===== src/rtl/spi_cmd_master.sv =====
// SPI command master (mode 0). Sends one {rnw, addr, wdata} frame, MSB first, to the slave
// picked by cs_sel. On read frames it also returns the last DATA_W bits sampled on miso.
// A transfer starts on a 0->1 edge of the start level from the register bank.
//
// Ports:
//   clk, reset            system clock, synchronous active-high reset
//   start                 request level; only its rising edge starts a transfer
//   rnw, cs_sel           frame type (1 = read) and slave index
//   addr, wdata           frame address and frame write data
//   busy, done            transfer in progress / one-cycle end-of-transfer pulse
//   rdata, rdata_valid    last captured read data / pulse with done on read frames
//   sel_err               pulse when a start edge names a slave index >= NUM_CS
//   start_ignored         pulse when a start edge arrives while busy
//   sclk, cs_n, mosi, miso  SPI bus; sclk idles low, cs_n active low
module spi_cmd_master #(
  parameter int unsigned NUM_CS  = 2,
  parameter int unsigned ADDR_W  = 8,
  parameter int unsigned DATA_W  = 16,
  parameter int unsigned CLK_DIV = 4
) (
  input  logic              clk,
  input  logic              reset,
  input  logic              start,
  input  logic              rnw,
  input  logic [2:0]        cs_sel,
  input  logic [ADDR_W-1:0] addr,
  input  logic [DATA_W-1:0] wdata,
  output logic              busy,
  output logic              done,
  output logic [DATA_W-1:0] rdata,
  output logic              rdata_valid,
  output logic              sel_err,
  output logic              start_ignored,
  output logic              sclk,
  output logic [NUM_CS-1:0] cs_n,
  output logic              mosi,
  input  logic              miso
);

  localparam int unsigned FRAME_W = 1 + ADDR_W + DATA_W;
  localparam int unsigned CNT_W   = $clog2(CLK_DIV);
  localparam int unsigned EDGE_W  = $clog2(2 * FRAME_W);
  localparam logic [CNT_W-1:0]  CntLast  = CNT_W'(CLK_DIV - 1);
  localparam logic [EDGE_W-1:0] EdgeLast = EDGE_W'(2 * FRAME_W - 1);

  if (CLK_DIV < 2) begin : g_bad_clk_div
    $error("spi_cmd_master: CLK_DIV must be at least 2");
  end
  if (NUM_CS < 1 || NUM_CS > 8) begin : g_bad_num_cs
    $error("spi_cmd_master: NUM_CS must be in 1..8");
  end

  typedef enum logic [2:0] {StIdle, StLead, StShift, StTrail, StGap} state_e;

  state_e              state_q, state_d;
  logic [CNT_W-1:0]    cnt_q, cnt_d;
  logic [EDGE_W-1:0]   edge_q, edge_d;     // sclk edges issued so far in SHIFT
  logic                start_q;
  logic [FRAME_W-1:0]  tx_q, tx_d;
  logic [DATA_W-1:0]   rx_q, rx_d;
  logic                rnw_q, rnw_d;
  logic                sclk_q, sclk_d;
  logic [NUM_CS-1:0]   cs_n_q, cs_n_d;
  logic                done_q, done_d;
  logic [DATA_W-1:0]   rdata_q, rdata_d;
  logic                rdata_valid_q, rdata_valid_d;
  logic                sel_err_q, sel_err_d;
  logic                ign_q, ign_d;
  logic                start_edge;
  logic                sel_ok;

  assign start_edge = start & ~start_q;
  assign sel_ok     = 32'(cs_sel) < NUM_CS;

  always_comb begin
    state_d       = state_q;
    cnt_d         = cnt_q;
    edge_d        = edge_q;
    tx_d          = tx_q;
    rx_d          = rx_q;
    rnw_d         = rnw_q;
    sclk_d        = sclk_q;
    cs_n_d        = cs_n_q;
    rdata_d       = rdata_q;
    done_d        = 1'b0;
    rdata_valid_d = 1'b0;
    sel_err_d     = 1'b0;
    ign_d         = 1'b0;

    unique case (state_q)
      StIdle: begin
        if (start_edge) begin
          if (sel_ok) begin
            state_d = StLead;
            cnt_d   = '0;
            edge_d  = '0;
            tx_d    = {rnw, addr, wdata};
            rnw_d   = rnw;
            rx_d    = '0;
            for (int i = 0; i < NUM_CS; i++) begin
              cs_n_d[i] = (cs_sel != 3'(i));
            end
          end else begin
            sel_err_d = 1'b1;
          end
        end
      end
      StLead: begin
        cnt_d = cnt_q + 1'b1;
        if (cnt_q == CntLast) begin
          cnt_d   = '0;
          state_d = StShift;
        end
      end
      StShift: begin
        cnt_d = cnt_q + 1'b1;
        if (cnt_q == CntLast) begin
          cnt_d  = '0;
          sclk_d = ~sclk_q;
          edge_d = edge_q + 1'b1;
          if (!sclk_q) begin
            // Rising edge: capture miso; the shift register keeps the last DATA_W bits.
            rx_d = {rx_q[DATA_W-2:0], miso};
          end else if (edge_q == EdgeLast) begin
            // Final falling edge: mosi stays on the last bit through TRAIL.
            state_d = StTrail;
          end else begin
            tx_d = {tx_q[FRAME_W-2:0], 1'b0};
          end
        end
      end
      StTrail: begin
        cnt_d = cnt_q + 1'b1;
        if (cnt_q == CntLast) begin
          cnt_d   = '0;
          cs_n_d  = '1;
          tx_d    = '0;
          state_d = StGap;
        end
      end
      StGap: begin
        cnt_d = cnt_q + 1'b1;
        if (cnt_q == CntLast) begin
          cnt_d   = '0;
          state_d = StIdle;
          done_d  = 1'b1;
          if (rnw_q) begin
            rdata_d       = rx_q;
            rdata_valid_d = 1'b1;
          end
        end
      end
      default: state_d = StIdle;
    endcase

    if (state_q != StIdle && start_edge) begin
      ign_d = 1'b1;
    end
  end

  always_ff @(posedge clk) begin
    if (reset) begin
      state_q       <= StIdle;
      cnt_q         <= '0;
      edge_q        <= '0;
      start_q       <= 1'b0;
      tx_q          <= '0;
      rx_q          <= '0;
      rnw_q         <= 1'b0;
      sclk_q        <= 1'b0;
      cs_n_q        <= '1;
      done_q        <= 1'b0;
      rdata_q       <= '0;
      rdata_valid_q <= 1'b0;
      sel_err_q     <= 1'b0;
      ign_q         <= 1'b0;
    end else begin
      state_q       <= state_d;
      cnt_q         <= cnt_d;
      edge_q        <= edge_d;
      start_q       <= start;
      tx_q          <= tx_d;
      rx_q          <= rx_d;
      rnw_q         <= rnw_d;
      sclk_q        <= sclk_d;
      cs_n_q        <= cs_n_d;
      done_q        <= done_d;
      rdata_q       <= rdata_d;
      rdata_valid_q <= rdata_valid_d;
      sel_err_q     <= sel_err_d;
      ign_q         <= ign_d;
    end
  end

  assign busy          = (state_q != StIdle);
  assign done          = done_q;
  assign rdata         = rdata_q;
  assign rdata_valid   = rdata_valid_q;
  assign sel_err       = sel_err_q;
  assign start_ignored = ign_q;
  assign sclk          = sclk_q;
  assign cs_n          = cs_n_q;
  assign mosi          = tx_q[FRAME_W-1];

endmodule


===== config.mk =====
export PLATFORM = sky130hd
export DESIGN_NAME = spi_cmd_master
export DESIGN_NICKNAME = d
export VERILOG_FILES = /design/src/rtl/spi_cmd_master.sv
export SDC_FILE = /design/constraint.sdc
export NUM_CORES = 1
export LEC_CHECK = 0
export CORE_MARGIN = 2
export CORE_UTILIZATION = 34
export DETAILED_ROUTE_END_ITERATION = 10
export HOLD_SLACK_MARGIN = 0.08
export PLACE_DENSITY_LB_ADDON = 0.3
export SYNTH_ARGS = -nofsm -noshare
export SYNTH_HDL_FRONTEND = slang
export SYNTH_SLANG_ARGS = --single-unit

===== constraint.sdc =====
create_clock -name clk -period 4.6 [get_ports clk]
set_input_delay 0.69 -clock clk [delete_from_list [all_inputs] [get_ports clk]]
set_output_delay 0.69 -clock clk [all_outputs]
set_load 0.005 [all_outputs]

==> results.sh, run 1 <==
export IMPL_setup_violations=0
export IMPL_min_path_cells=2
export IMPL_slew_violations=0
export IMPL_vias=2948
export IMPL_hold_viol=0
export IMPL_crit_required_ns=3.91
export IMPL_hpwl_um=4619
export IMPL_rsz0062_at_grt="false"
export IMPL_routed_via_density=4.988
export IMPL_fin_area_um2=4333
export IMPL_fin_cells=591
export IMPL_fin_ws_ns=1.872
export IMPL_drcViolationCount=0
export IMPL_cp_max_fo=60
export IMPL_yosys_warnings=0
export IMPL_max_slew_margin=0.4753
export IMPL_multi_input_area_um2=1597
export IMPL_die_h_um=105.4
export IMPL_cts_tree="built"
export IMPL_gp_congestion=0.7440
export IMPL_tns_ns=0
export IMPL_synthCells=412
export IMPL_io_pin_count=57
export IMPL_hold_path_class="reg -> reg"
export IMPL_critical_path_class="reg -> out"
export IMPL_path_clk_slew_ns=0.09
export IMPL_skew_ns=0.01138
export IMPL_ff2ff_path_depth=4
export IMPL_fin_crit_sh=0.5931
export IMPL_ys_ff_latch=77
export IMPL_grt_pass1_vias=2782
export IMPL_dp_cells=575
export IMPL_yosysSeqAreaShare=0.4408
export IMPL_grt_max_degree=61
export IMPL_row_count=37
export IMPL_diodes=0
export IMPL_synth_top_flop_cell="dfxtp_1"
export IMPL_ant_nets=0
export IMPL_cts_sink_count=77
export IMPL_cts_buffers=9
export IMPL_p_total_mw=1.375
export IMPL_cp_arrival_ns=2.04
export IMPL_grt_overflow=0
export IMPL_h_tree_depth=3
export IMPL_area_growth_pct=23.90
export IMPL_die_w_um=105.4
export IMPL_drt_first_pass_iters=4
export IMPL_async_flop_share=0
export IMPL_worstMarginPinSlew_ns=0.7813
export IMPL_antenna_found_initial=0
export IMPL_peakVddDrop_mv=0.1651
export IMPL_netlist_area_um2=3497
export IMPL_fmax_mhz=366.5
export IMPL_fin_nets=485
export IMPL_end_kind="output port"
export IMPL_cts_resized_gates=0
export IMPL_outcome="finished clean"
export IMPL_area_sequential_um2=1543
export IMPL_post_route_util=0.4274
export IMPL_crit_path_start_kind="register"
export IMPL_ys_types=47
export IMPL_root_buffer="clkbuf_8"
export IMPL_pre_cts_slack_ns=1.931
export IMPL_routed_wirelength_um=7380
export IMPL_dieArea_um2=11110
export IMPL_clkLatencyLatePin_ns=0.34
export IMPL_num_fill_cells=1027
export IMPL_placedInstanceArea_um2=4101
export IMPL_fin_crit_ns=2.728
export IMPL_hold_buffers=0
export IMPL_drt_iter0_markers=161
export IMPL_hold_ws_ns=0.4544
export IMPL_avgSynthCellArea_um2=8.488
export IMPL_maxCapViolCount=0
export IMPL_start_util=0.3449
export IMPL_cellLeakagePower_nw=1.511
export IMPL_grt_pass1_wl_um=12720
export IMPL_design_core_area_um2=10140
export IMPL_grt_usage=0.1370
export IMPL_clk_path_buf_depth=2
export IMPL_p_per_area_nw_per_um2=317.4
export IMPL_synth_edf_count=0
export IMPL_drive_gt1_frac=0.09890
export IMPL_syn_nets=447
export IMPL_postCtsSetupRepairBufs=0
export IMPL_wire_per_inst_um=12.49
export IMPL_io_buffers=56
logic make-up (layout without fill, tap and decap cells):
logic type,Yosys count,count (layout),share of synthesized area
buffers and inverters,87,130,0.1080
XOR/XNOR,2,2,0.005010
multiplexers,2,2,0.005725
AND/OR/NAND/NOR,110,110,0.1617
adder cells (fa/ha/maj),3,3,0.01073
flip-flops,77,77,0.4408
AO/OA/AOI/OAI,131,131,0.2680
critical path, stage by stage (launching register included):
cell and delay, ns:
dfxtp_2 0.32, buf_4 0.30, nor3_4 0.41, inv_1 0.18
clkdlybuf4s50_1 0.47
where the power goes:
group | switching, mW | leakage, nW | internal (mW)
logic | 0.0489 | 0.774 | 0.0510
clock network | 0.264 | 0.113 | 0.325
registers | 0.00693 | 0.624 | 0.679
routing by layer:
| layer | track usage | part of all wire |
|---|---|---|
| met2 | 0.2175 | 0.44 |
| met1 | 0.1825 | 0.51 |
| met3 | 0.02845 | 0.034 |
| met5 | 0 | 0 |
| met4 | 0.05238 | 0.010 |
layout make-up:
cell class / instances / share of cell area
Clock buffer: 10 / 0.03176
Clock inverter: 6 / 0.02166
Inverter: 53 / 0.04591
Multi-Input combinational cell: 248 / 0.3685
Sequential cell: 77 / 0.3560
Tap cell: 136 / 0.03927
Timing Repair Buffer: 61 / 0.1369
registers in the layout, indices dropped and copies added (netlist names), 2 cells and up:
name and count:
rdata 16, cs_n 2, rx_q 16, tx_q 25, edge_q 6, cnt_q 2, state_q 3
final timing paths:
path	startpoint	slack (ns)	to
min reg2reg	rdata[2]$_SDFFE_PP0P_	0.45	rdata[2]$_SDFFE_PP0P_
max reg2reg	state_q[1]$_SDFFE_PP0P_	2.49	rx_q[4]$_SDFFE_PP0P_
min	rdata[2]$_SDFFE_PP0P_	0.45	rdata[2]$_SDFFE_PP0P_
max	state_q[1]$_SDFFE_PP0P_	1.87	busy
cells in the mapped netlist, types with 3 or more instances:
master | instances | share of area
a21oi_1 | 49 | 0.070
a22o_1 | 16 | 0.040
a311oi_1 | 15 | 0.038
a311oi_2 | 10 | 0.043
buf_2 | 10 | 0.014
buf_6 | 4 | 0.013
clkbuf_1 | 16 | 0.017
dfxtp_1 | 77 | 0.44
ha_1 | 3 | 0.011
inv_1 | 53 | 0.057
nand2_1 | 61 | 0.065
nand2b_1 | 3 | 0.0054
nand3_1 | 5 | 0.0072
nor2_1 | 11 | 0.012
nor3_1 | 6 | 0.0086
o21ai_0 | 7 | 0.010
o22ai_1 | 24 | 0.043
or3_1 | 4 | 0.0072
cell usage in the layout (no fill, tap or decap), types with 3 or more instances in the layout:
master / count
a21oi_1: 49
a22o_1: 16
a311oi_1: 15
a311oi_2: 10
buf_4: 5
clkbuf_8: 10
clkdlybuf4s50_1: 55
dfxtp_1: 76
ha_1: 3
inv_1: 53
nand2_1: 61
nand2b_1: 3
nand3_1: 5
nor2_1: 11
nor3_1: 6
o21ai_0: 7
o22ai_1: 24
or3_1: 4
(Power assumes the default switching activity.)
==> inputs of run 2 (changes only) <==
==> constraint.sdc (replaced) <==
create_clock -name clk -period 2.4 [get_ports clk]
set_input_delay 0.36 -clock clk [delete_from_list [all_inputs] [get_ports clk]]
set_output_delay 0.36 -clock clk [all_outputs]
set_load 0.005 [all_outputs]
==> results.sh, run 2 (synthesis gave the netlist of run 1 again) <==
export IMPL_cts_tree="built"
export IMPL_hold_buffers=0
export IMPL_cts_buffers=9
export IMPL_maxCapViolCount=0
export IMPL_io_buffers=56
export IMPL_grt_max_degree=50
export IMPL_grt_pass1_vias=2806
export IMPL_regMostFlops="tx_q"
export IMPL_area_growth_pct=26.30
export IMPL_postCtsSetupRepairBufs=0
export IMPL_hold_path_class="in -> reg"
export IMPL_ant_nets=0
export IMPL_row_count=37
export IMPL_vias=2976
export IMPL_drive_gt1_frac=0.1164
export IMPL_drt_first_pass_iters=4
export IMPL_slew_violations=0
export IMPL_antenna_found_initial=0
export IMPL_clkLatencyLatePin_ns=0.35
export IMPL_largest_reg_flops=25
export IMPL_hpwl_um=4888
export IMPL_hold_viol=0
export IMPL_crit_path_start_kind="register"
export IMPL_h_tree_depth=3
export IMPL_ff2ff_path_depth=6
export IMPL_outcome="finished clean"
export IMPL_wire_per_inst_um=12.50
export IMPL_final_common_cell="dfxtp_1"
export IMPL_fin_area_um2=4417
export IMPL_peakVddDrop_mv=0.2515
export IMPL_cellLeakagePower_nw=1.564
export IMPL_fmax_mhz=450.0
export IMPL_fin_ws_ns=0.1776
export IMPL_placedInstanceArea_um2=4194
export IMPL_pre_cts_slack_ns=0.1285
export IMPL_root_buffer="clkbuf_8"
export IMPL_die_w_um=105.4
export IMPL_worstHoldStart="reset"
export IMPL_die_h_um=105.4
export IMPL_tns_ns=0
export IMPL_grt_pass1_wl_um=12970
export IMPL_start_util=0.3449
export IMPL_cts_sink_count=77
export IMPL_grt_usage=0.1411
export IMPL_end_kind="output port"
export IMPL_crit_required_ns=2.04
export IMPL_r2r_start="cnt_q[0]$_SDFFE_PP0P_"
export IMPL_layout_common_cells="dfxtp_1 (76), nand2_1 (61), clkdlybuf4s50_1 (55)"
export IMPL_fin_nets=494
export IMPL_path_clk_slew_ns=0.09
export IMPL_drcViolationCount=0
export IMPL_routed_wirelength_um=7501
export IMPL_rrSetupSlack_ns=0.26
export IMPL_cp_arrival_ns=1.86
export IMPL_design_core_area_um2=10140
export IMPL_skew_ns=0.009964
export IMPL_clk_path_buf_depth=2
export IMPL_grt_overflow=0
export IMPL_gp_congestion=0.7665
export IMPL_drt_iter0_markers=110
export IMPL_min_path_cells=2
export IMPL_post_route_util=0.4356
export IMPL_critical_path_class="reg -> out"
export IMPL_fin_crit_sh=0.9260
export IMPL_routed_via_density=4.960
export IMPL_io_pin_count=57
export IMPL_cp_max_fo=9
export IMPL_cts_resized_gates=0
export IMPL_rsz0062_at_grt="false"
export IMPL_dieArea_um2=11110
export IMPL_max_slew_margin=0.4814
export IMPL_setup_violations=0
export IMPL_p_per_area_nw_per_um2=592.7
export IMPL_diodes=0
export IMPL_fin_crit_ns=2.222
export IMPL_crit_path_start="state_q[2]$_SDFFE_PP0P_"
export IMPL_worstMarginPinSlew_ns=0.7721
==> run 2: cell count changes in the layout (fill, tap and decap cells not counted), sizes merged <==
cell,delta
buf,+9
clkinv,+2
clkbuf,-1
inv,-1
==> run 2: final timing paths <==
path | to
setup / recovery | busy
hold / removal | sclk$_SDFFE_PP0P_
setup reg to reg | tx_q[23]$_SDFFE_PP0P_
hold reg to reg | rdata[13]$_SDFFE_PP0P_
==> run 2: per-stage QoR <==
step | total power [mW] | hold WS, ns | std cells
6_report | 2.618 | 0.4253 | 600
5_1_grt | 2.732 | 0.4418 | 600
4_1_cts | 2.646 | 0.4281 | 600
3_5_place_dp | 1.546 | 0.4463 | 584
3_3_place_gp | 1.542 | 0.4433 | 584
2_1_floorplan | 1.457 | 0.4315 | 412
==> run 2: metal layers <==
metal  routed length (µm)  vias to the layer above  share of wire  global-route usage
met4                  104                        0          0.014             0.05619
met1                 3787                     1361           0.50              0.1877
li1                     -                     1542              -                   -
met2                 3331                       63           0.44              0.2221
met5                    0                        -              0                   0
met3                  278                       10          0.037             0.03092
==> run 2: final cells by class <==
type / count / area [µm²]
Clock buffer: 9 / 123.9
Clock inverter: 7 / 98.84
Inverter: 53 / 198.9
Sequential cell: 77 / 1543
Multi-Input combinational cell: 248 / 1597
Tap cell: 136 / 170.2
Fill cell: 1020 / 5722
Timing Repair Buffer: 70 / 685.7
==> run 2: report_power, final <==
group          internal (mW)  switching (mW)
registers               1.30          0.0145
clock network          0.591           0.512
logic                  0.105          0.0950
==> run 2: worst max-delay path: stages (launching register included) <==
cell	delay, ns
dfxtp_1	0.42
nor3_4	0.41
inv_1	0.20
clkdlybuf4s50_1	0.48
